[src/rtl/imem_fetch_sequencer_if.sv]
// Bundle of the run-control, IMEM, datapath and debug signals of the fetch sequencer.
// The master modport is the sequencer itself; the slave modport is everything around it
// (control, instruction memory, datapath and debug port).
interface imem_fetch_sequencer_if;
    logic       run;
    logic       step;
    logic       halt_req;
    logic [7:0] instruction;
    logic       exec_done;
    logic       dbg_req;
    logic [7:0] dbg_addr;
    logic [7:0] imem_addr;
    logic [7:0] pc;
    logic [7:0] ir;
    logic       ir_valid;
    logic       dbg_grant;
    logic [7:0] dbg_data;
    logic [7:0] retired;
    logic [1:0] state;

    modport master (
        input  run,
        input  step,
        input  halt_req,
        input  instruction,
        input  exec_done,
        input  dbg_req,
        input  dbg_addr,
        output imem_addr,
        output pc,
        output ir,
        output ir_valid,
        output dbg_grant,
        output dbg_data,
        output retired,
        output state
    );

    modport slave (
        output run,
        output step,
        output halt_req,
        output instruction,
        output exec_done,
        output dbg_req,
        output dbg_addr,
        input  imem_addr,
        input  pc,
        input  ir,
        input  ir_valid,
        input  dbg_grant,
        input  dbg_data,
        input  retired,
        input  state
    );
endinterface

[src/rtl/imem_fetch_sequencer.sv]
// Fetch sequencer and IMEM arbiter for the 8-bit core.
// Owns the PC, fetches one instruction per FETCH cycle into ir, waits in EXEC for the
// datapath to acknowledge, then resolves the next PC (sequential or relative jump).
// While halted, the IMEM read port is lent to the debug port.
module imem_fetch_sequencer #(
    parameter int         DEPTH    = 32,
    parameter logic [7:0] RESET_PC = 8'h00
) (
    input  logic                      clk,
    input  logic                      reset,
    imem_fetch_sequencer_if.master    bus
);

    typedef enum logic [1:0] {
        HALTED = 2'b00,
        FETCH  = 2'b01,
        EXEC   = 2'b10
    } state_t;

    // DEPTH is a power of two, so wrapping the PC is a simple mask.
    localparam logic [7:0] PC_MASK = 8'(DEPTH - 1);
    localparam logic [1:0] OP_JUMP = 2'b11;

    state_t     state_q, state_d;
    logic [7:0] pc_q, pc_d;
    logic [7:0] ir_q, ir_d;
    logic       ir_valid_q, ir_valid_d;
    logic       dbg_grant_q, dbg_grant_d;
    logic [7:0] dbg_data_q, dbg_data_d;
    logic [7:0] retired_q, retired_d;
    logic       step_mode_q, step_mode_d;
    logic       halt_pending_q, halt_pending_d;

    logic [7:0] jump_offset;
    logic [7:0] pc_next_seq;

    // Jump offset is ir[5:0] sign-extended to 8 bits; both candidates are masked to DEPTH.
    always_comb begin
        jump_offset = {{2{ir_q[5]}}, ir_q[5:0]};
        if (ir_q[7:6] == OP_JUMP) begin
            pc_next_seq = (pc_q + jump_offset) & PC_MASK;
        end else begin
            pc_next_seq = (pc_q + 8'd1) & PC_MASK;
        end
    end

    // IMEM address: debug port owns it only while halted and requesting.
    always_comb begin
        if ((state_q == HALTED) && bus.dbg_req) begin
            bus.imem_addr = bus.dbg_addr;
        end else begin
            bus.imem_addr = pc_q;
        end
    end

    // Next-state and next-register logic; ir_valid and dbg_grant are single-cycle pulses.
    always_comb begin
        state_d        = state_q;
        pc_d           = pc_q;
        ir_d           = ir_q;
        ir_valid_d     = 1'b0;
        dbg_grant_d    = 1'b0;
        dbg_data_d     = dbg_data_q;
        retired_d      = retired_q;
        step_mode_d    = step_mode_q;
        halt_pending_d = halt_pending_q;

        case (state_q)
            HALTED: begin
                if (bus.run) begin
                    state_d     = FETCH;
                    step_mode_d = 1'b0;
                end else if (bus.step) begin
                    state_d     = FETCH;
                    step_mode_d = 1'b1;
                end else if (bus.dbg_req) begin
                    dbg_data_d  = bus.instruction;
                    dbg_grant_d = 1'b1;
                end
            end

            FETCH: begin
                ir_d       = bus.instruction;
                ir_valid_d = 1'b1;
                state_d    = EXEC;
                if (bus.halt_req) begin
                    halt_pending_d = 1'b1;
                end
            end

            EXEC: begin
                if (bus.exec_done) begin
                    retired_d = retired_q + 8'd1;
                    pc_d      = pc_next_seq;
                    if (halt_pending_q || bus.halt_req || step_mode_q) begin
                        state_d        = HALTED;
                        halt_pending_d = 1'b0;
                        step_mode_d    = 1'b0;
                    end else begin
                        state_d = FETCH;
                    end
                end else if (bus.halt_req) begin
                    halt_pending_d = 1'b1;
                end
            end

            default: begin
                state_d = HALTED;
            end
        endcase
    end

    // State and datapath registers with synchronous reset.
    always_ff @(posedge clk) begin
        if (reset) begin
            state_q        <= HALTED;
            pc_q           <= RESET_PC;
            ir_q           <= 8'h00;
            ir_valid_q     <= 1'b0;
            dbg_grant_q    <= 1'b0;
            dbg_data_q     <= 8'h00;
            retired_q      <= 8'h00;
            step_mode_q    <= 1'b0;
            halt_pending_q <= 1'b0;
        end else begin
            state_q        <= state_d;
            pc_q           <= pc_d;
            ir_q           <= ir_d;
            ir_valid_q     <= ir_valid_d;
            dbg_grant_q    <= dbg_grant_d;
            dbg_data_q     <= dbg_data_d;
            retired_q      <= retired_d;
            step_mode_q    <= step_mode_d;
            halt_pending_q <= halt_pending_d;
        end
    end

    // Registered outputs.
    always_comb begin
        bus.pc        = pc_q;
        bus.ir        = ir_q;
        bus.ir_valid  = ir_valid_q;
        bus.dbg_grant = dbg_grant_q;
        bus.dbg_data  = dbg_data_q;
        bus.retired   = retired_q;
        bus.state     = state_q;
    end

endmodule

[src/flat_wrapper.sv]
// flat-port wrapper written by rule: the top's interface ports become plain ports
module imem_fetch_sequencer_flat 
#(
    parameter int         DEPTH    = 32,
    parameter logic [7:0] RESET_PC = 8'h00
)
  (clk, reset, bus_run, bus_step, bus_halt_req, bus_instruction, bus_exec_done, bus_dbg_req, bus_dbg_addr, bus_imem_addr, bus_pc, bus_ir, bus_ir_valid, bus_dbg_grant, bus_dbg_data, bus_retired, bus_state);
  imem_fetch_sequencer_if bus_i ();
  input  logic clk;
  input  logic reset;
  input wire logic [$bits(bus_i.run)-1:0] bus_run;
  input wire logic [$bits(bus_i.step)-1:0] bus_step;
  input wire logic [$bits(bus_i.halt_req)-1:0] bus_halt_req;
  input wire logic [$bits(bus_i.instruction)-1:0] bus_instruction;
  input wire logic [$bits(bus_i.exec_done)-1:0] bus_exec_done;
  input wire logic [$bits(bus_i.dbg_req)-1:0] bus_dbg_req;
  input wire logic [$bits(bus_i.dbg_addr)-1:0] bus_dbg_addr;
  output wire logic [$bits(bus_i.imem_addr)-1:0] bus_imem_addr;
  output wire logic [$bits(bus_i.pc)-1:0] bus_pc;
  output wire logic [$bits(bus_i.ir)-1:0] bus_ir;
  output wire logic [$bits(bus_i.ir_valid)-1:0] bus_ir_valid;
  output wire logic [$bits(bus_i.dbg_grant)-1:0] bus_dbg_grant;
  output wire logic [$bits(bus_i.dbg_data)-1:0] bus_dbg_data;
  output wire logic [$bits(bus_i.retired)-1:0] bus_retired;
  output wire logic [$bits(bus_i.state)-1:0] bus_state;
  assign bus_i.run = bus_run;
  assign bus_i.step = bus_step;
  assign bus_i.halt_req = bus_halt_req;
  assign bus_i.instruction = bus_instruction;
  assign bus_i.exec_done = bus_exec_done;
  assign bus_i.dbg_req = bus_dbg_req;
  assign bus_i.dbg_addr = bus_dbg_addr;
  assign bus_imem_addr = bus_i.imem_addr;
  assign bus_pc = bus_i.pc;
  assign bus_ir = bus_i.ir;
  assign bus_ir_valid = bus_i.ir_valid;
  assign bus_dbg_grant = bus_i.dbg_grant;
  assign bus_dbg_data = bus_i.dbg_data;
  assign bus_retired = bus_i.retired;
  assign bus_state = bus_i.state;
  imem_fetch_sequencer #(.DEPTH(DEPTH), .RESET_PC(RESET_PC)) u_core (.clk(clk), .reset(reset), .bus(bus_i));
endmodule
[config.mk]
export PLATFORM = sky130hd
export DESIGN_NAME = imem_fetch_sequencer_flat
export DESIGN_NICKNAME = d
export VERILOG_FILES = /design/src/rtl/imem_fetch_sequencer_if.sv /design/src/rtl/imem_fetch_sequencer.sv /design/src/flat_wrapper.sv
export SDC_FILE = /design/constraint.sdc
export NUM_CORES = 1
export LEC_CHECK = 0
export CAP_MARGIN = 5
export CORE_MARGIN = 2
export CORE_UTILIZATION = 39
export DETAILED_ROUTE_END_ITERATION = 7
export HOLD_SLACK_MARGIN = 0.12
export PLACE_DENSITY = 0.86
export REMOVE_ABC_BUFFERS = 1
export SKIP_CTS_REPAIR_TIMING = 1
export SLEW_MARGIN = 20
export SYNTH_ARGS = -nofsm -noshare
export SYNTH_HDL_FRONTEND = slang
export SYNTH_SLANG_ARGS = --single-unit
[constraint.sdc]
create_clock -name clk -period 1.98 [get_ports clk]
set_input_delay 0.396 -clock clk [delete_from_list [all_inputs] [get_ports clk]]
set_output_delay 0.396 -clock clk [all_outputs]
set_load 0.05 [all_outputs]
==> Word-level counts from Yosys, hierarchy flattened <==
Cells that the tools add are included.
{ "classes": {"mux": 17, "addsub": 3, "n_eq_ne": 7, "n_reduce_logical": 12, "bitwise": 3} }
{ "ops": {"columns": ["cell", "count"], "rows": [
  ["1-bit 2-to-1 mux", 9],
  ["8-bit by 1-bit adder with 8-bit output (second input constant)", 1],
  ["8-bit 2-to-1 mux", 1],
  ["4-bit AND reduction", 2],
  ["2-bit 2-to-1 mux", 3],
  ["2-bit one-hot mux with 3 select lines", 1],
  ["2-bit AND reduction", 3],
  ["5-bit by 1-bit adder with 5-bit output (second input constant)", 1],
  ["5-bit adder", 1],
  ["5-bit 2-to-1 mux", 1],
  ["2-bit equality test (second input constant)", 2],
  ["1-bit one-hot mux with 2 select lines", 2],
  ["2-bit nonzero test", 2],
  ["4-bit OR reduction", 1],
  ["3-bit by 2-bit inequality test with 1-bit output (second input constant)", 1],
  ["3-bit inequality test (second input constant)", 1],
  ["1-bit NOT", 3],
  ["2-bit by 1-bit equality test with 1-bit output (second input constant)", 1],
  ["2-bit logical NOT", 1],
  ["1-bit logical OR", 2],
  ["2-bit by 1-bit inequality test with 1-bit output (second input constant)", 1],
  ["2-bit inequality test (second input constant)", 1],
  ["1-bit logical AND", 1]
]} }
{ "totals": {"inputBits": 23, "ff_bits": 35, "output_inout_bits": 44, "elab_cells": 51} }

==> Logic depth before layout (Yosys ltp) <==
{ "depth": {"depth_word": 5, "ltp_mapped": 8, "ltp_nobuf": 8} }

==> Worst setup path after synthesis <==
No wires, ideal clock.
{ "synth_path": {"path_kind": "flip-flop to flip-flop", "startpoint": "register u_core.ir_q[0] (netlist: u_core.bus.ir[0])", "endpoint": "register u_core.pc_q[4] (netlist: u_core.bus.pc[4])", "arrival_time_ps": 2191, "path_slack_ps": -334, "path_buffers": 0, "path_stages_with_launch": 9, "period_less_slack_ps": 2314, "path_cell_list": "dfxtp_1 nand3b_1 ha_1 inv_1 fa_1 nand2b_1 a21oi_1 mux2i_1 mux2_1"} }
{ "synth_via": {"elab_chain_len": 2} }
{ "synth_lines": {"columns": ["item", "line_no", "text"], "rows": [
  ["from (decl)", "imem_fetch_sequencer.sv:26", "logic [7:0] ir_q, ir_d;"],
  ["from (signal assigned)", "imem_fetch_sequencer.sv:128", "ir_q <= ir_d;"],
  ["5-bit adder", "imem_fetch_sequencer.sv:41", "pc_next_seq = (pc_q + jump_offset) & PC_MASK;"],
  ["5-bit 2-to-1 mux", "imem_fetch_sequencer.sv:40", "if (ir_q[7:6] == OP_JUMP) begin"],
  ["to (signal assigned)", "imem_fetch_sequencer.sv:127", "pc_q <= pc_d;"],
  ["to (decl)", "imem_fetch_sequencer.sv:25", "logic [7:0] pc_q, pc_d;"]
]} }
No other way between the ends.
A chain may end at the register's enable or synchronous reset.

==> Worst setup path after layout <==
Same ends and word-level chain as after synthesis.

==> flow_summary_export.csv <==
group,metric,value,unit
run_status,status,"finished, final reports clean",
die,start_util,41.21,%
setup_path,start_kind,"flop",
power,swShare,34.40,%
setup_path,r2r_start,"u_core.bus.ir[0]",
place,gp_congestion,0.7797,
die,die_h,69.72,um
power,switchingPower,796.5,uW
setup_path,cp_max_fo,2,
cells_and_area,seqCellArea,711.9,um2
route,routedWlPerCell,13.57,um
synthesis,synth-seq-area-share,41.60,%
global_routing,grt_util_met3,5.669,%
setup_path,regToRegSetupSlack,0.04,ns
synthesis,yosys.area.top_type,"dfxtp_1",
cells_and_area,fillers,309,
route,num_vias,1564,
global_routing,grt_pass1_vias,1505,
global_routing,grt_use_met1,22.47,%
route,vias_per_cell,4.934,
cells_and_area,layout.nets,299,
clock_network,clk_latency,0.29,ns
clock_network,clk_pin_slew_worst_paths,0.07,ns
setup_path,worstSetupEndpointType,"flop",
synthesis,synth.distinct_cells,37,
sta,finalSetupViolations,0,
power,intPower,1.519,mW
setup_path,reg2regPathDepth,8,
synthesis,synth_top_flop_cell,"dfxtp_1",
die,rows,23,
synthesis,syn_area_per_cell,8.911,um2
clock_network,cts_tree,"built",
power,p_per_area,858.0,nW/um2
global_routing,busiest_layer,"met2",
power,power,2.315,mW
power,max-vdd-ir-drop,0.0005435,V
clock_network,clock-sinks,35,
place,portBuffers,63,
global_routing,overflow,0,
sta,skew,0.006963,ns
place,dp_hpwl,3127,um
power,cellLeakagePower,1.147,nW
route,drc,0,
power,clkPwrFrac,27.6,%
min_path,min_path_type,"flop to flop",
synthesis,synth_top_area_share,41.60,%
min_path,min_path_cells,2,
clock_network,cts_buffer_depth,2,
cells_and_area,syn_to_final_growth,60.25,%
sta,maxSlewHeadroom,64.24,%
sta,rsz0062_at_grt,"true",
setup_path,crit_arrival,2.11,ns
sta,worst_pin_slew,0.5365,ns
synthesis,async_reset_ff_share,0,%
power,p_comb_share,37.6,%
sta,hold_violations,0,
die,fp.dieW,69.72,um
synthesis,yosys_warnings,0,
clock_network,htree_levels,2,
synthesis,post-synth-top-count-cell,"dfxtp_1",
cells_and_area,layout-drive-gt1-share,22.10,%
route,drtIter0Drc,58,
power,p_seq_share,34.8,%
job,cap_viol_max_count,0,
synthesis,syn_inst,189,
sta,timing.hold.ws,0.4555,ns
synthesis,syn_area,1684,um2
cells_and_area,fin_util,66.04,%
synthesis,synth_common_cells,"35 x dfxtp_1, 26 x nand2_1, 23 x nor2_1, 16 x a21oi_1, 10 x mux2i_1",
min_path,holdPathEnd,"u_core.bus.dbg_data[4]",
die,io_pins,67,
global_routing,globalRouteTotalUtil,18.40,%
global_routing,grtUsageMet2,30.66,%
global_routing,antenna_found_initial,0,
die,core-area,4086,um2
global_routing,grt_pass1_wl,7113,um
setup_path,cp_data_required_time,2.15,ns
synthesis,synthTopCellsByArea,"dfxtp_1 42%, ha_1 6.7%, mux2i_1 5.9%",
clock_network,cts_buffers,5,
sta,slew_viol_final,0,
synthesis,ys_ff_latch,35,
synthesis,synth_edf_count,0,
global_routing,grt_max_degree,20,
sta,fin_crit_sh,98.02,%
cells_and_area,multi_input_area,962.2,um2
route,final_antenna_net_count,0,
cells_and_area,n_antenna_cell,0,
route,firstDrtPassIters,4,
setup_path,r2r_end,"u_core.bus.pc[4]",
route,finalWirelength,4302,um
die,dieArea,4860,um2
clock_network,cts-root-buf,"clkbuf_8",
setup_path,crit_type,"flop to flop",
min_path,hp-start,"u_core.bus.dbg_data[4]",
sta,period_needed,1.941,ns
sta,fmax,0.5153,GHz
-- state kept, by name, indices dropped and copies added, names as in the netlist --
signal,count
u_core.bus.ir,8
u_core.bus.dbg_grant,1
u_core.bus.ir_valid,1
u_core.bus.retired,8
u_core.bus.pc,5
u_core.step_mode_q,1
u_core.bus.state,2
u_core.halt_pending_q,1
u_core.bus.dbg_data,8
-- how the worst max path moves through the flow --
stage	from	end	slack [ns]	cells after the start
2_1_floorplan	u_core.bus.ir[0]	u_core.bus.pc[4]	-0.33	8
3_3_place_gp	bus_dbg_req	bus_imem_addr[0]	0.03	4
3_5_place_dp	u_core.bus.ir[0]	u_core.bus.pc[4]	-0.05	8
4_1_cts	u_core.bus.state[0]	bus_imem_addr[3]	-0.16	5
5_1_grt	u_core.bus.ir[0]	u_core.bus.pc[4]	-0.05	8
6_report	u_core.bus.ir[0]	u_core.bus.pc[4]	0.04	8
-- per-layer routing --
| metal | up-vias | wire length, um |
|---|---|---|
| met5 | - | 0 |
| met4 | 0 | 54 |
| met3 | 7 | 318 |
| met2 | 51 | 2124 |
| met1 | 724 | 1804 |
| li1 | 782 | - |
-- cells in the final DEF, fill, tap and decap left out, drive strengths merged, types with 2 or more instances in the layout --
| cell | instances |
|---|---|
| nand3b | 2 |
| inv | 5 |
| nor2b | 2 |
| nand3 | 4 |
| and3 | 7 |
| mux2i | 10 |
| clkbuf | 5 |
| conb | 3 |
| buf | 27 |
| clkinv | 2 |
| or3 | 2 |
| o21ai | 2 |
| nand2b | 4 |
| nand2 | 27 |
| a211oi | 3 |
| ha | 9 |
| nand4 | 4 |
| clkdlybuf4s50 | 49 |
| nor2 | 24 |
| dfxtp | 35 |
| mux2 | 6 |
| a21oi | 16 |
| xor2 | 6 |
| dlymetal6s2s | 3 |
-- kinds of logic (layout without fill, tap and decap cells) --
logic type               after synthesis  count (layout)  synth area share [%]
XOR/XNOR                               7               7                 3.640
buffers and inverters                 16              92                 5.052
AO/OA/AOI/OAI                         22              22                 7.132
adder cells (fa/ha/maj)               10              10                 7.875
multiplexers                          16              16                 9.955
other                                  1               3                0.2227
AND/OR/NAND/NOR                       82              82                 24.52
flip-flops                            35              35                 41.60
-- power groups by stage --
stage                     sequential, mW  clock [mW]  combinational (mW)
after floorplan                    0.976           0               0.312
after global placement             0.811           0               0.809
after detailed placement           0.814           0               0.821
after CTS                          0.798       0.660               0.825
after global routing               0.814       0.693               0.920
final                              0.806       0.639               0.870
-- metrics by stage --
stage                     std cells  worst slack [ns]   TNS, ns  area (um2)
after global routing            317          -0.04500  -0.04500        2699
final                           317           0.03926         0        2699
after detailed placement        307          -0.04567  -0.04567        2496
after CTS                       315           -0.1580   -0.8265        2609
after floorplan                 180           -0.3343   -0.7680        1625
after global placement          307           0.02769         0        2496
-- critical path, stage by stage, from the launching register on --
cell	delay (ns)
dfxtp_2	0.32
nand3b_1	0.11
ha_2	0.19
inv_2	0.04
fa_2	0.33
nand2b_4	0.15
a21oi_2	0.13
mux2i_1	0.20
mux2_1	0.34
-- final cells by class --
type	instances	area share, %
clock buffers	5	2.550
flip-flops and latches	35	26.38
clock inverters	3	1.623
repair buffers	79	30.78
inverters	5	0.6954
multi-input cells	140	35.65
well taps	50	2.318
Note: power is estimated with default switching activity, not from simulation.
